[src/rtl/uart_pkg.sv]
// Shared definitions for the parameterised UART receiver: FSM states, parity
// mode constants and the oversampling divisor calculation.
package uart_pkg;

  typedef enum logic [2:0] {
    IDLE,
    START,
    DATA,
    PAR,
    STOP,
    BRK
  } rxState_e;

  localparam int PARITY_NONE = 0;
  localparam int PARITY_ODD  = 1;
  localparam int PARITY_EVEN = 2;

  // Rounded clk/(baud*oversample), computed in 64 bits so large clocks cannot overflow.
  function automatic int calcDivisor(input int clkHz, input int baud, input int overSample);
    longint denom;
    denom = longint'(baud) * longint'(overSample);
    return int'((longint'(clkHz) + denom / 2) / denom);
  endfunction

endpackage

[src/rtl/uart_rx_fifo.sv]
// Show-ahead receive FIFO; a write is accepted while full only if a pop happens in the same cycle.
module uart_rx_fifo #(
  parameter int WIDTH = 10,
  parameter int DEPTH = 4
) (
  input  logic                     clk,
  input  logic                     rst,
  input  logic                     wr_en,
  input  logic [WIDTH-1:0]         wr_data,
  input  logic                     rd_en,
  output logic [WIDTH-1:0]         rd_data,
  output logic                     full,
  output logic                     empty,
  output logic [$clog2(DEPTH):0]   count
);

  localparam int AW = $clog2(DEPTH);
  localparam logic [AW:0] FULL_COUNT = (AW + 1)'(DEPTH);

  logic [WIDTH-1:0] mem_q [DEPTH];
  logic [AW-1:0]    wrPtr_q, rdPtr_q;
  logic [AW:0]      count_q;
  logic             doPush, doPop;

  assign empty  = (count_q == '0);
  assign full   = (count_q == FULL_COUNT);
  assign doPop  = rd_en & ~empty;
  assign doPush = wr_en & (~full | doPop);

  always_ff @(posedge clk or posedge rst) begin
    if (rst) begin
      wrPtr_q <= '0;
      rdPtr_q <= '0;
      count_q <= '0;
    end else begin
      if (doPush) wrPtr_q <= wrPtr_q + AW'(1);
      if (doPop)  rdPtr_q <= rdPtr_q + AW'(1);
      if (doPush && !doPop)      count_q <= count_q + (AW + 1)'(1);
      else if (doPop && !doPush) count_q <= count_q - (AW + 1)'(1);
    end
  end

  // Storage carries no reset; consumers gate the head with empty.
  always_ff @(posedge clk) begin
    if (doPush) mem_q[wrPtr_q] <= wr_data;
  end

  assign rd_data = mem_q[rdPtr_q];
  assign count   = count_q;

endmodule

[src/rtl/uart_rx_param.sv]
// Oversampling UART receiver: synchroniser, tick divider, majority-vote bit FSM
// and a tagged receive FIFO with sticky overrun.
module uart_rx_param
  import uart_pkg::*;
#(
  parameter int CLK_HZ     = 50000000,
  parameter int BAUD       = 115200,
  parameter int OVERSAMPLE = 16,
  parameter int DATA_BITS  = 8,
  parameter int PARITY     = 0,
  parameter int STOP_BITS  = 1,
  parameter int FIFO_DEPTH = 4
) (
  input  logic                          clk,
  input  logic                          rst,
  input  logic                          rx,
  input  logic                          rd_en,
  input  logic                          clr_err,
  output logic                          rx_valid,
  output logic [7:0]                    rx_data,
  output logic                          parity_err,
  output logic                          frame_err,
  output logic                          overrun,
  output logic [$clog2(FIFO_DEPTH):0]   fifo_count,
  output logic                          busy,
  output logic [7:0]                    LEDG
);

  localparam int DIV = calcDivisor(CLK_HZ, BAUD, OVERSAMPLE);
  localparam int DW  = $clog2(DIV + 1);
  localparam int SW  = $clog2(OVERSAMPLE);
  localparam int EW  = DATA_BITS + 2;
  localparam logic [DW-1:0] DIV_END   = DW'(DIV - 1);
  localparam logic [SW-1:0] S_LO      = SW'(OVERSAMPLE / 2 - 1);
  localparam logic [SW-1:0] S_MID     = SW'(OVERSAMPLE / 2);
  localparam logic [SW-1:0] S_HI      = SW'(OVERSAMPLE / 2 + 1);
  localparam logic [SW-1:0] S_END     = SW'(OVERSAMPLE - 1);
  localparam logic [2:0]    LAST_BIT  = 3'(DATA_BITS - 1);
  localparam logic          STOP_LAST = 1'(STOP_BITS - 1);

  logic [1:0]           sync_q;
  logic [1:0]           settle_q;
  logic                 rxPrev_q;
  logic                 rxS, fallEdge, tick, vote, expBit, ferrNow;
  logic [DW-1:0]        divCnt_q;
  logic [SW-1:0]        sampCnt_q;
  logic                 s0_q, s1_q;
  rxState_e             state_q;
  logic [2:0]           bitCnt_q;
  logic                 stopCnt_q;
  logic [DATA_BITS-1:0] shift_q;
  logic                 parErr_q, frmErr_q;
  logic                 push_q;
  logic [EW-1:0]        pushEntry_q;
  logic [7:0]           ledg_q;
  logic                 overrun_q;
  logic [EW-1:0]        head;
  logic                 fifoFull, fifoEmpty;

  assign rxS = sync_q[1];

  // rxPrev is held low until the synchroniser holds a real line sample, so a
  // line that is already low when reset releases never looks like a start edge.
  always_ff @(posedge clk or posedge rst) begin
    if (rst) begin
      sync_q   <= 2'b11;
      settle_q <= '0;
      rxPrev_q <= 1'b0;
    end else begin
      sync_q <= {sync_q[0], rx};
      if (settle_q != 2'd2) settle_q <= settle_q + 2'd1;
      rxPrev_q <= (settle_q == 2'd2) ? rxS : 1'b0;
    end
  end

  assign fallEdge = rxPrev_q & ~rxS;
  assign tick     = (divCnt_q == DIV_END);

  always_ff @(posedge clk or posedge rst) begin
    if (rst)                              divCnt_q <= '0;
    else if ((state_q == IDLE && fallEdge) || tick) divCnt_q <= '0;
    else                                  divCnt_q <= divCnt_q + DW'(1);
  end

  assign vote    = (s0_q & s1_q) | (s0_q & rxS) | (s1_q & rxS);
  assign expBit  = (PARITY == PARITY_ODD) ? ~(^shift_q) : (^shift_q);
  assign ferrNow = frmErr_q | ~vote;

  always_ff @(posedge clk or posedge rst) begin
    if (rst) begin
      state_q     <= IDLE;
      sampCnt_q   <= '0;
      s0_q        <= 1'b0;
      s1_q        <= 1'b0;
      bitCnt_q    <= '0;
      stopCnt_q   <= 1'b0;
      shift_q     <= '0;
      parErr_q    <= 1'b0;
      frmErr_q    <= 1'b0;
      push_q      <= 1'b0;
      pushEntry_q <= '0;
    end else begin
      push_q <= 1'b0;
      case (state_q)
        IDLE: begin
          if (fallEdge) begin
            state_q   <= START;
            sampCnt_q <= '0;
            bitCnt_q  <= '0;
            stopCnt_q <= 1'b0;
            parErr_q  <= 1'b0;
            frmErr_q  <= 1'b0;
          end
        end
        BRK: begin
          if (rxS) state_q <= IDLE;
        end
        default: begin
          if (tick) begin
            sampCnt_q <= (sampCnt_q == S_END) ? '0 : sampCnt_q + SW'(1);
            if (sampCnt_q == S_LO)  s0_q <= rxS;
            if (sampCnt_q == S_MID) s1_q <= rxS;
            if (sampCnt_q == S_HI) begin
              case (state_q)
                START: if (vote) state_q <= IDLE;
                DATA:  shift_q <= {vote, shift_q[DATA_BITS-1:1]};
                PAR:   parErr_q <= (vote != expBit);
                STOP: begin
                  if (!vote) frmErr_q <= 1'b1;
                  // The frame ends at the last stop vote so the next start edge is never missed.
                  if (stopCnt_q == STOP_LAST) begin
                    push_q      <= 1'b1;
                    pushEntry_q <= {parErr_q, ferrNow, shift_q};
                    state_q     <= (ferrNow && shift_q == '0) ? BRK : IDLE;
                  end
                end
                default: ;
              endcase
            end
            if (sampCnt_q == S_END) begin
              case (state_q)
                START: state_q <= DATA;
                DATA: begin
                  if (bitCnt_q == LAST_BIT) state_q <= (PARITY != PARITY_NONE) ? PAR : STOP;
                  else                      bitCnt_q <= bitCnt_q + 3'd1;
                end
                PAR:  state_q <= STOP;
                STOP: stopCnt_q <= stopCnt_q + 1'b1;
                default: ;
              endcase
            end
          end
        end
      endcase
    end
  end

  uart_rx_fifo #(
    .WIDTH (EW),
    .DEPTH (FIFO_DEPTH)
  ) u_fifo (
    .clk     (clk),
    .rst     (rst),
    .wr_en   (push_q),
    .wr_data (pushEntry_q),
    .rd_en   (rd_en),
    .rd_data (head),
    .full    (fifoFull),
    .empty   (fifoEmpty),
    .count   (fifo_count)
  );

  always_ff @(posedge clk or posedge rst) begin
    if (rst) begin
      ledg_q    <= '0;
      overrun_q <= 1'b0;
    end else begin
      if (push_q) ledg_q <= 8'(pushEntry_q[DATA_BITS-1:0]);
      if (push_q && fifoFull && !(rd_en && !fifoEmpty)) overrun_q <= 1'b1;
      else if (clr_err)                                 overrun_q <= 1'b0;
    end
  end

  assign rx_valid   = ~fifoEmpty;
  assign rx_data    = fifoEmpty ? 8'h00 : 8'(head[DATA_BITS-1:0]);
  assign frame_err  = ~fifoEmpty & head[DATA_BITS];
  assign parity_err = ~fifoEmpty & head[DATA_BITS+1];
  assign overrun    = overrun_q;
  assign busy       = (state_q != IDLE);
  assign LEDG       = ledg_q;

endmodule
[config.mk]
export PLATFORM = sky130hd
export DESIGN_NAME = uart_rx_param
export DESIGN_NICKNAME = d
export VERILOG_FILES = /design/src/rtl/uart_pkg.sv /design/src/rtl/uart_rx_fifo.sv /design/src/rtl/uart_rx_param.sv
export SDC_FILE = /design/constraint.sdc
export NUM_CORES = 1
export LEC_CHECK = 0
export CORE_UTILIZATION = 35
export DETAILED_ROUTE_END_ITERATION = 6
export GPL_TIMING_DRIVEN = 0
export MAX_ROUTING_LAYER = met4
export PLACE_DENSITY = 0.62
export SYNTH_ARGS = -nofsm -noshare
export SYNTH_HDL_FRONTEND = slang
export SYNTH_SLANG_ARGS = --single-unit
export TNS_END_PERCENT = 5
[constraint.sdc]
create_clock -name clk -period 2 [get_ports clk]
set_input_delay 0.6 -clock clk [delete_from_list [all_inputs] [get_ports clk]]
set_output_delay 0.6 -clock clk [all_outputs]
set_load 0.1 [all_outputs]
==> impl_metrics.json, run 1 <==
{
  "drt_first_pass_iters": 4,
  "synthCells": 321,
  "start_kind": "register",
  "clkLatencyLatePin_ps": 350,
  "path_max_fanout": 9,
  "final_antenna_net_count": 0,
  "outcome": "finished, violations left",
  "worstMarginPinSlew_ps": 560,
  "cp-end-kind": "output pin",
  "grt_overflow": 0,
  "rsz0062_at_grt": "yes",
  "cp_slowest_stage_delay_ps": 510,
  "drt_iter0_drc": 80,
  "synth_cell_types": 55,
  "clock.fmax_mhz": 423,
  "hpwl_um": 5170,
  "synth_fp_nets": 344,
  "clockBufferDepth": 2,
  "max-vdd-ir-drop_mv": 0.533,
  "violations": "negative setup slack",
  "path_buf_inv": 2,
  "final_hold_viol_count": 0,
  "die_w_um": 114,
  "die_h_um": 114,
  "num-nets-final": 388,
  "cp_cell_sequence": "buf_12, mux4_2, and2_4, buf_12",
  "antenna_found_initial": 0,
  "finalCritPeriodShare_pct": 118,
  "numClockSinks": 100,
  "syn_avg_cell_area_um2": 13.8,
  "path_class": "register to output pin",
  "grt_use_total_pct": 13.2,
  "synth_top_area_cell": "dfrtp_1",
  "grt_pass1_wl_um": 12700,
  "cellPowerDensity_nw_per_um2": 807,
  "dominantRegCellSynth": "dfrtp_1",
  "grt_pass1_vias": 2615,
  "required_ps": 1400,
  "cts_tree": "yes",
  "stdcell_area_um2": 5500,
  "setup_ws_ps": -366,
  "io_buffer_count": 28,
  "wire_per_inst_um": 14.2,
  "yosysSeqAreaShare_pct": 61.1,
  "num-fill-cells": 1101,
  "cts-root-buf": "clkbuf_16",
  "drv_slew": 0,
  "yosysWarnings": 0,
  "fp.coreArea_um2": 12200,
  "min-delay-path-class": "register to register",
  "crit_slowest_cell": "mux4_2",
  "stdcell_count": 538,
  "postSynth.asyncResetShare_pct": 60.0,
  "slew_headroom_pct": 62.6,
  "hold_buffers": 0,
  "skew_ps": 11.6,
  "drcViolationCount": 0,
  "synth_edf_count": 40,
  "place_congestion": 0.840,
  "cts_made_buffers": 9,
  "cp_common_cell": "buf_12",
  "dp_cells": 517,
  "place_ws_ps": -1100,
  "h-tree-depth": 3,
  "wirelength_um": 7630,
  "rows": 40,
  "die_area_um2": 13100,
  "worst_ep_arrival_time_ps": 1770,
  "start_util_pct": 36.4,
  "dr_total_vias": 2564,
  "post-route-min-period_ps": 2370,
  "synth_top_area_share_pct": 32.8,
  "cts.clk_slew.worst_paths_ps": 70,
  "crit_family": "multiplexers",
  "grt_max_degree": 61,
  "synth.area.top_cells": "dfrtp_1, edfxtp_1, mux4_2",
  "leakagePower_nw": 2.35,
  "drv_cap": 0,
  "area_delta_synth_final_pct": 24.1,
  "io_pins": 29,
  "antennaDiodeCount": 0,
  "syn-cell-area_um2": 4430,
  "synth-seq-cells": 100,
  "placed_cell_area_um2": 5000,
  "drive_gt1_share_pct": 28.6,
  "setup_viol": 15,
  "via_per_inst": 4.77
}
-- layer usage --
| layer | GRT usage [%] | part of all wire (%) |
|---|---|---|
| met2 | 22.3 | 51 |
| met5 | - | 0 |
| met1 | 15.3 | 45 |
| met4 | 4.16 | 1.2 |
| met3 | 3.49 | 2.7 |
-- final timing paths --
path | startpoint | endpoint | slack, ps | cells after the start
min in group asynchronous | rst | u_fifo.count[1] | 660 | 2
worst min register to register | sync_q[0] | sync_q[1] | 360 | 0
max in group asynchronous | rst | shift_q[3] | 770 | 3
worst min-delay path | sync_q[0] | sync_q[1] | 360 | 0
worst max register to register | u_fifo.count[1] | u_fifo.count[2] | -140 | 9
worst max-delay path | u_fifo.rdPtr_q[0] | rx_data[4] | -370 | 4
-- synth_stat cells (all sizes together) (7+ instances only) --
library cell and count:
and2 15, clkbuf 7, dfrtp 58, edfxtp 40
ha 17, inv 25, mux2 14, mux2i 12
mux4 10, nand2 19, nor2 11, o21ai 19
xnor2 10
-- placed cells by master (no fill, tap or decap), drive strengths merged, types with 2 or more instances in the layout --
master	n
dfrtp	58
edfxtp	40
inv	28
buf	26
nand2	19
o21ai	19
ha	17
and2	15
mux2	14
clkbuf	14
mux2i	12
nor2	11
xnor2	10
mux4	10
clkdlybuf4s15	10
nand3	6
nor3	6
nand4	4
xor2	4
clkdlybuf4s50	3
nand4b	3
nand2b	2
a31oi	2
a22o	2
nor2b	2
clkinvlp	2
a32o	2
o31ai	2
dfstp	2
and3b	2
a21oi	2
and4b	2
-- cell type report --
type	count	area (µm²)	area share [%]
sequential	100	2720	49.4
multi-input combinational	184	1650	30.0
timing repair buffer	33	442	8.04
clock buffer	10	239	4.35
tap	168	210	3.82
inverter	25	97.6	1.78
buffer	12	90.1	1.64
clock inverter	6	52.6	0.956
-- stage by stage --
| step | utilization (%) | setup TNS (ps) | total power, mW | hold slack, ps |
|---|---|---|---|---|
| 3_5_place_dp | 41.1 | -41100 | 2.80 | 349 |
| 2_1_floorplan | - | -2070 | 2.69 | 345 |
| 6_report | 45.2 | -4140 | 4.44 | 356 |
| 5_1_grt | 45.2 | -5090 | 4.65 | 365 |
| 3_3_place_gp | 41.1 | -38940 | 2.78 | 347 |
| 4_1_cts | 44.9 | -4500 | 4.48 | 358 |
-- report_power, final --
part	total [mW]	leakage [nW]	internal, mW	switching, mW
sequential	2.31	1.26	2.21	0.0959
combinational	0.448	0.950	0.177	0.271
clock	1.68	0.143	0.902	0.781
-- state kept, by name, indices dropped and copies added (netlist names), 2 cells and up --
signal / cells
LEDG: 8
bitCnt_q: 3
divCnt_q: 5
pushEntry_q: 10
sampCnt_q: 4
settle_q: 2
shift_q: 8
state_q: 3
sync_q: 2
u_fifo.count: 3
u_fifo.mem_q: 40
u_fifo.rdPtr_q: 2
u_fifo.wrPtr_q: 2
-- cells by family after synthesis --
family          Yosys count  synth area share (%)
flops                   100                  61.1
simple gates             79                  10.6
buf+inv                  37                  3.42
compound gates           36                  5.20
mux                      36                  11.4
fa+ha+maj                19                  5.51
xor+xnor                 14                  2.77
-- worst reg2reg max path, cell delays in order (launching register included) --
cell and delay [ps]:
dfrtp_4 520, or3_4 400, buf_4 160, nand2_4 70, ha_4 140, inv_1 40
fa_2 330, xor2_1 160, nor2_1 110, xor2_1 140
-- timing repair --
item                       4_1_cts  5_1_grt
pin swaps                        4        2
setup endpoints to repair       66       20
buffers inserted                 4        0
gates resized for setup        149       12
No activity file was read; power rests on OpenSTA's default activity.
==> run 2: changes to the inputs <==
--- a/config.mk
+++ b/config.mk
@@ -5,6 +5,7 @@
 export SDC_FILE = /design/constraint.sdc
 export NUM_CORES = 1
 export LEC_CHECK = 0
+export ABC_CLOCK_PERIOD_IN_PS = 2000
 export CORE_UTILIZATION = 35
 export DETAILED_ROUTE_END_ITERATION = 6
 export GPL_TIMING_DRIVEN = 0
==> results of run 2 <==
The final DEF is identical to that of run 1; final timing and power are the same.
==> run 3: changes to the inputs <==
--- a/config.mk
+++ b/config.mk
@@ -6,11 +6,12 @@
 export NUM_CORES = 1
 export LEC_CHECK = 0
 export ABC_CLOCK_PERIOD_IN_PS = 2000
-export CORE_UTILIZATION = 35
+export CORE_UTILIZATION = 40
 export DETAILED_ROUTE_END_ITERATION = 6
 export GPL_TIMING_DRIVEN = 0
 export MAX_ROUTING_LAYER = met4
-export PLACE_DENSITY = 0.62
+export PLACE_DENSITY = 0.68
+export SLEW_MARGIN = 20
 export SYNTH_ARGS = -nofsm -noshare
 export SYNTH_HDL_FRONTEND = slang
 export SYNTH_SLANG_ARGS = --single-unit
==> impl_metrics.json, run 3 (same netlist as run 1, synthesis figures left out) <==
{
  "outcome": "finished, violations left",
  "violations": "negative setup slack",
  "path_class": "register to output pin",
  "clockBufferDepth": 2,
  "drive_gt1_share_pct": 28.2,
  "grt-busiest-layer": "met2",
  "mostFrequentLayoutCells": "dfrtp_1, edfxtp_1, inv_1, nand2_1, ha_1",
  "numClockSinks": 100,
  "hold_buffers": 0,
  "met3_usage_pct": 3.65,
  "cts.clk_slew.worst_paths_ps": 100,
  "drv_slew": 0,
  "totalPowerFinal_mw": 4.00,
  "fp.coreArea_um2": 10800,
  "largest_register_ff_count": 40,
  "die_area_um2": 11500,
  "cp-end-kind": "output pin",
  "holdWs_ps": 361,
  "path_max_fanout": 5,
  "setup_ws_ps": -376,
  "cts_made_buffers": 9,
  "wire_per_inst_um": 15.1,
  "setup_viol": 14,
  "io_buffer_count": 28,
  "start_util_pct": 41.0,
  "gr-usage-met1_pct": 19.3,
  "finish.utilization_pct": 49.9,
  "worstMarginPinSlew_ps": 671,
  "cts-root-buf": "clkbuf_8",
  "wirelength_um": 7750,
  "rows": 38,
  "slew_headroom_pct": 55.2,
  "max-vdd-ir-drop_mv": 0.492,
  "via_per_inst": 5.10,
  "grt_pass1_wl_um": 13200,
  "top_regs": "u_fifo.mem_q: 40 flops, pushEntry_q: 10 flops",
  "hpwl_um": 5260,
  "drcViolationCount": 0,
  "min-delay-path-class": "register to register",
  "final_antenna_net_count": 0,
  "drt_first_pass_iters": 4,
  "clkLatencyLatePin_ps": 370,
  "clock.fmax_mhz": 421,
  "h-tree-depth": 3,
  "top_register": "u_fifo.mem_q",
  "antennaDiodeCount": 0,
  "met2_usage_pct": 25.0,
  "final_hold_viol_count": 0,
  "io_pins": 29,
  "place_congestion": 0.820,
  "num-fill-cells": 907,
  "grt_pass1_vias": 2695,
  "area_delta_synth_final_pct": 21.5,
  "cts_tree": "yes",
  "antenna_found_initial": 0,
  "grt_overflow": 0,
  "drt_iter0_drc": 74,
  "layout_commonest_cell": "dfrtp_1",
  "required_ps": 1400,
  "skew_ps": 15.7,
  "drv_cap": 0,
  "post-route-min-period_ps": 2380,
  "rsz0062_at_grt": "yes",
  "grt_use_total_pct": 15.5,
  "dr_total_vias": 2613,
  "num-nets-final": 390,
  "cellPowerDensity_nw_per_um2": 744,
  "worst_ep_arrival_time_ps": 1780,
  "start_kind": "register",
  "die_h_um": 107,
  "leakagePower_nw": 2.33,
  "die_w_um": 107,
  "grt_max_degree": 34,
  "finalCritPeriodShare_pct": 119
}
## run 3: final timing paths
check,startpoint,slack (ps),cells past startpoint,end
worst max-delay path,u_fifo.rdPtr_q[0],-380,4,rx_data[6]
worst min-delay path,sync_q[0],360,0,sync_q[1]
worst min register to register,sync_q[0],360,0,sync_q[1]
min in group asynchronous,rst,670,2,u_fifo.count[0]
worst max register to register,u_fifo.count[1],-210,9,u_fifo.count[2]
max in group asynchronous,rst,740,3,pushEntry_q[2]
## run 3: through the flow
| step | TNS [ps] | instance area, µm² | std cells | worst slack [ps] |
|---|---|---|---|---|
| final | -4460 | 5380 | 512 | -376 |
| after global routing | -5720 | 5380 | 512 | -435 |
| after global placement | -37140 | 4960 | 489 | -1080 |
| after CTS | -5000 | 5310 | 509 | -431 |
| after detailed placement | -32800 | 4980 | 490 | -1070 |
| after floorplan | -2070 | 4510 | 321 | -186 |
## run 3: report_power, final
part	total, mW	switching, mW	internal [mW]	leakage (nW)
logic	0.478	0.287	0.192	0.980
clock network	1.22	0.744	0.474	0.0897
registers	2.31	0.101	2.21	1.26
## run 3: what timing repair did
action,CTS,global route
setup endpoints to repair,67,44
gates cloned,0,1
setup buffers,3,2
gates resized for setup,144,10
pin swaps,2,11
## run 3: cell type report
| type | instances | area, µm² | share of cell area (%) |
|---|---|---|---|
| plain buffers | 12 | 82.6 | 1.53 |
| inverters | 25 | 97.6 | 1.81 |
| clock buffers | 9 | 124 | 2.30 |
| clock inverters | 7 | 60.1 | 1.12 |
| multi-input cells | 184 | 1650 | 30.6 |
| well taps | 140 | 175 | 3.26 |
| flip-flops and latches | 100 | 2720 | 50.5 |
| repair buffers | 35 | 479 | 8.90 |
## run 3: critical path, cell delays in order (launching register included)
cell and delay (ps):
dfrtp_2 430, buf_8 150, mux4_2 510, and2_4 160, buf_12 160
## run 3: routing by layer
layer | share of wire, % | vias to the layer above
met2 | 50 | 47
met4 | 1.2 | 0
met3 | 3.4 | 8
met1 | 45 | 1319
li1 | - | 1239
met5 | 0 | -
